$ cat config.mk
export PLATFORM = sky130hd
export DESIGN_NAME = im_loader
export DESIGN_NICKNAME = d
export VERILOG_FILES = /design/src/rtl/im_loader.sv
export SDC_FILE = /design/constraint.sdc
export NUM_CORES = 1
export LEC_CHECK = 0
export ABC_AREA = 1
export ABC_CLOCK_PERIOD_IN_PS = 3600
export CAP_MARGIN = 20
export CORE_MARGIN = 2
export CORE_UTILIZATION = 25
export DETAILED_ROUTE_END_ITERATION = 10
export HOLD_SLACK_MARGIN = 0.06
export PLACE_DENSITY = 0.53
export SLEW_MARGIN = 0
export SYNTH_ARGS = -nofsm -noshare
export SYNTH_HDL_FRONTEND = slang
export SYNTH_SLANG_ARGS = --single-unit
$ cat constraint.sdc
create_clock -name clk -period 3.6 [get_ports clk]
set_input_delay 0.72 -clock clk [delete_from_list [all_inputs] [get_ports clk]]
set_output_delay 0.72 -clock clk [all_outputs]
set_load 0.05 [all_outputs]
$ cat src/rtl/im_loader.sv
`default_nettype none
// ============================================================================
// Module   : im_loader
// Brief    : Streams a length-prefixed big-endian word image into instruction
//            memory and holds the core in reset until the image is written.
// Revision : 1.0 - initial release
// ============================================================================
module im_loader #(
    parameter int ADDR_W = 10
) (
    input  logic              clk,
    input  logic              rst,
    input  logic              load_req,
    input  logic              rx_valid,
    input  logic [7:0]        rx_data,
    output logic              rx_ready,
    output logic              im_we,
    output logic [ADDR_W-1:0] im_addr,
    output logic [31:0]       im_wdata,
    output logic              cpu_rst,
    output logic              done,
    output logic              err
);

    typedef enum logic [1:0] {
        S_LEN_HI = 2'd0,
        S_LEN_LO = 2'd1,
        S_DATA   = 2'd2,
        S_DONE   = 2'd3
    } state_t;

    localparam logic [16:0] c_depth = 17'(1) << ADDR_W;

    state_t             r_state;
    state_t             w_next;
    logic [15:0]        r_len;
    logic [1:0]         r_byte_cnt;
    logic [23:0]        r_shift;
    logic [15:0]        r_word_cnt;
    logic               r_im_we;
    logic [ADDR_W-1:0]  r_im_addr;
    logic [31:0]        r_im_wdata;
    logic               r_cpu_rst;
    logic               r_done;
    logic               r_err;

    logic               w_xfer;
    logic               w_word_end;
    logic               w_last_word;
    logic               w_overflow;
    logic [15:0]        w_len;

    assign rx_ready    = (r_state != S_DONE) & ~load_req;
    assign w_xfer      = rx_valid & rx_ready;
    assign w_word_end  = w_xfer & (r_state == S_DATA) & (r_byte_cnt == 2'd3);
    assign w_last_word = (r_word_cnt + 16'd1) == r_len;
    assign w_overflow  = {1'b0, r_word_cnt} >= c_depth;
    assign w_len       = {r_len[15:8], rx_data};

    always_ff @(posedge clk or posedge rst) begin
        if (rst) begin
            r_state <= S_LEN_HI;
        end else begin
            r_state <= w_next;
        end
    end

    always_comb begin
        w_next = r_state;
        if (load_req) begin
            w_next = S_LEN_HI;
        end else begin
            case (r_state)
                S_LEN_HI: if (w_xfer) w_next = S_LEN_LO;
                S_LEN_LO: if (w_xfer) w_next = (w_len == 16'd0) ? S_DONE : S_DATA;
                S_DATA:   if (w_word_end && w_last_word) w_next = S_DONE;
                default:  w_next = r_state;
            endcase
        end
    end

    always_ff @(posedge clk or posedge rst) begin
        if (rst) begin
            r_len      <= '0;
            r_byte_cnt <= '0;
            r_shift    <= '0;
            r_word_cnt <= '0;
            r_im_we    <= 1'b0;
            r_im_addr  <= '0;
            r_im_wdata <= '0;
            r_cpu_rst  <= 1'b1;
            r_done     <= 1'b0;
            r_err      <= 1'b0;
        end else begin
            r_im_we <= 1'b0;
            if (load_req) begin
                r_byte_cnt <= '0;
                r_word_cnt <= '0;
                r_err      <= 1'b0;
                r_cpu_rst  <= 1'b1;
                r_done     <= 1'b0;
            end else begin
                // Release trails DONE by one cycle so the last IM write lands first.
                r_cpu_rst <= (r_state != S_DONE);
                r_done    <= (r_state == S_DONE);
                if (w_xfer) begin
                    case (r_state)
                        S_LEN_HI: r_len[15:8] <= rx_data;
                        S_LEN_LO: r_len[7:0]  <= rx_data;
                        S_DATA: begin
                            r_byte_cnt <= r_byte_cnt + 2'd1;
                            r_shift    <= {r_shift[15:0], rx_data};
                            if (r_byte_cnt == 2'd3) begin
                                r_word_cnt <= r_word_cnt + 16'd1;
                                if (w_overflow) begin
                                    r_err <= 1'b1;
                                end else begin
                                    r_im_we    <= 1'b1;
                                    r_im_addr  <= r_word_cnt[ADDR_W-1:0];
                                    r_im_wdata <= {r_shift, rx_data};
                                end
                            end
                        end
                        default: ;
                    endcase
                end
            end
        end
    end

    assign im_we    = r_im_we;
    assign im_addr  = r_im_addr;
    assign im_wdata = r_im_wdata;
    assign cpu_rst  = r_cpu_rst;
    assign done     = r_done;
    assign err      = r_err;

endmodule
`default_nettype wire

==> run summary <==
outcome -> complete, no violations
Logic pwr share -> 17.3%
First DRT Iteration DRCs -> 212
skew final -> 0.0110 ns
Final Cycle Share -> 83.0%
CP top delay family -> buffers and inverters
Fmax -> 334 MHz
CORE AREA -> 18,700 um^2
Synth area leaders -> dfrtp_1 55%, nand2_1 13%, o21ai_0 7.4%, inv_1 5.4%, nand3_1 2.7%
Synth Area in Adders -> 1.84%
Setup Fix Bufs, Post-CTS -> 0
Layout Cells excl Fill -> 854
CTS tree -> built
Commonest cells post-synth -> 167 x nand2_1, 105 x dfrtp_1, 70 x o21ai_0
Nets -> 634
net count after synthesis -> 579
largest family of logic cells by synthesized area -> simple AND/OR/NAND/NOR gates
Final Worst Setup Slack -> 0.610 ns
GRT Util Overall -> 12.2%
total power -> 3.10 mW
clock net sink count -> 106
Final setup violation count -> 0
IO Pins -> 59
post-route ant nets -> 0
leakage -> 2.63 nW
CP bufs+invs -> 2
Post-synth ARST share -> 100%
XOR/XNOR Fraction of Synth Area -> 1.58%
Starting Density -> 25.5%
first-pass GRT wire length -> 19.1 mm
sequential power share -> 51.8%
slowest CP cell -> clkdlybuf4s50_1
fill count -> 1,976
post-cts sizing count -> 0
RSZ-0062 raised after global routing -> false
Max-slew headroom -> 56.9%
maximum vdd drop -> 0.000225 V
CTS Buffer Depth -> 2
Inst Count DP -> 838
largest net degree at the start of global routing -> 57
clock share of power -> 30.8%
slowest stage delay, CP -> 0.82 ns
Compound-Gate Fraction of Synth Area -> 11.4%
port buffer count -> 58
sequential-to-total area share from yosys stat -> 55.7%
drt pass-1 iters -> 4
Ant. Diodes -> 0
Final Hold Fails -> 0
die area -> 20,200 um^2
Cells after Synth -> 560
initial antenna violation count -> 0
area delta synth->final -> 24.0%
total CTS buffers -> 9
max-cap violations -> 0
CP Capture Type -> primary output
Post-synth top flop -> dfrtp_1
GR Overflow Total -> 0
PD cells -> 524 nW/um^2
sw frac -> 30.7%
die extent in x -> 142 um
Distinct cells, synth -> 26
CTS Hold Bufs -> 0
EDFF count, synth -> 0
root buf cell -> clkbuf_16
die height -> 142 um
CP arrival -> 2.27 ns
vias per cell -> 4.35
Pint -> 2.14 mW
crit-path max FO -> 6
most frequent cell after synthesis -> nand2_1
CP Cell Sequence -> clkdlybuf4s50_1 > nor2_4 > clkdlybuf4s50_1
TNS Setup -> 0 ns
post-placement worst setup slack -> 0.407 ns
Synth warnings -> 0
Hold Crit Class -> register to register
mux share of post-synthesis cell area -> 0%
vias -> 3,714
drt drc -> 0
Avg Inst Size Synth -> 8.51 um^2
DP Wirelength -> 8.19 mm
share of layout cells above drive strength 1 -> 5.81%
Setup CP Type -> input port to primary output
H-tree depth -> 3
hold slack -> 0.482 ns
Sw Pwr -> 0.950 mW
CP Launch Type -> input port
clk_lat worst skew -> 0.35 ns
Period minus WS final -> 2.99 ns
Yosys reg bits -> 106
Worst-path clk slew -> 0.07 ns
dominant cell type by area after synthesis -> dfrtp_1
top cell type's share of synthesized area -> 55.2%
Req. time, crit path -> 2.88 ns
vias in the first global route -> 3,649
Synth Cell Area -> 4760 um^2
Slew Limit Fails -> 0
routed len/inst -> 13.5 um
Top cell by count, worst path -> clkdlybuf4s50_1
worst slew pin tran -> 0.647 ns
Synth Area in Simple Gates -> 22.3%
Routed WL -> 11.5 mm
num rows -> 50
gpl congestion -> 0.864
## power groups by stage
stage / Combinational (mW) / Clock [mW] / Sequential [mW]
finish: 0.537 / 0.954 / 1.60
global placement: 0.539 / 0 / 1.62
CTS: 0.546 / 0.988 / 1.60
detailed placement: 0.542 / 0 / 1.62
floorplan: 0.413 / 0 / 1.56
global route: 0.629 / 1.03 / 1.63
## layout make-up
class                   count  area (um^2)  area share (%)
clock buffers              13          260            4.41
clock inverters             3         23.8           0.403
inverters                  71          269            4.56
multi-input cells         365         1770            30.0
flip-flops and latches    106         2650            44.9
well taps                 234          293            4.96
repair buffers             62          636            10.8
## path summary, 6_finish.rpt
kind,startpoint,end,slack (ns),cells after the start
min in group asynchronous,rst,im_wdata[29],0.83,2
hold / removal,r_shift[11],r_shift[19],0.48,2
hold reg to reg,r_shift[11],r_shift[19],0.48,2
setup / recovery,load_req,rx_ready,0.61,3
setup reg to reg,r_state[0],im_wdata[8],1.20,10
max in group asynchronous,rst,cpu_rst,1.99,3
## metrics by stage
step                util, %  cell area, um^2
floorplan                 -             4760
CTS                    31.6             5910
global placement       30.1             5620
global route           31.6             5910
finish                 31.6             5910
detailed placement     30.1             5620
## per-layer routing
metal,GRT usage (%),share of wire (%)
met5,0,0
met4,3.32,0.76
met3,4.07,4.9
met2,17.6,42
met1,17.3,52
## registers in the layout, indices dropped and copies added (netlist names)
signal / cells
im_wdata: 32
r_shift: 24
r_len: 16
r_word_cnt: 16
im_addr: 10
r_byte_cnt: 2
r_state: 2
cpu_rst: 1
done: 1
err: 1
im_we: 1
## logic make-up after synthesis
logic type / count (synthesis)
compound gates: 105
buf+inv: 89
flops: 106
fa+ha+maj: 7
simple gates: 246
xor+xnor: 7
## placed cells by master, fill, tap and decap left out, types with 2 or more instances in the layout
cell type,Yosys,routed
buf_12,0,2
buf_4,0,2
clkbuf_1,10,2
clkbuf_16,0,9
clkbuf_8,0,2
clkdlybuf4s50_1,0,58
clkinvlp_4,0,2
dfrtp_1,105,105
ha_1,7,7
inv_1,68,67
inv_2,3,3
nand2_1,167,166
nand2_2,4,5
nand3_1,26,26
nand3b_1,6,6
nand4_1,9,9
nor2_1,21,21
nor2_2,4,4
nor2_4,4,4
nor3_1,2,2
nor4_1,3,3
o21ai_0,70,70
o21ai_1,22,22
o22ai_1,11,11
xor2_1,5,5
## worst reg2reg max path, cell delays in order, from the launching register on
cell and delay [ns]:
dfrtp_1 0.42, ha_1 0.26, nor2_4 0.10, nand2_2 0.08
nor2_4 0.09, nand2_2 0.22, inv_2 0.20, nand2_2 0.36
buf_4 0.38, nand2_1 0.08, o21ai_0 0.08
Power figures use the tool's default switching activity.
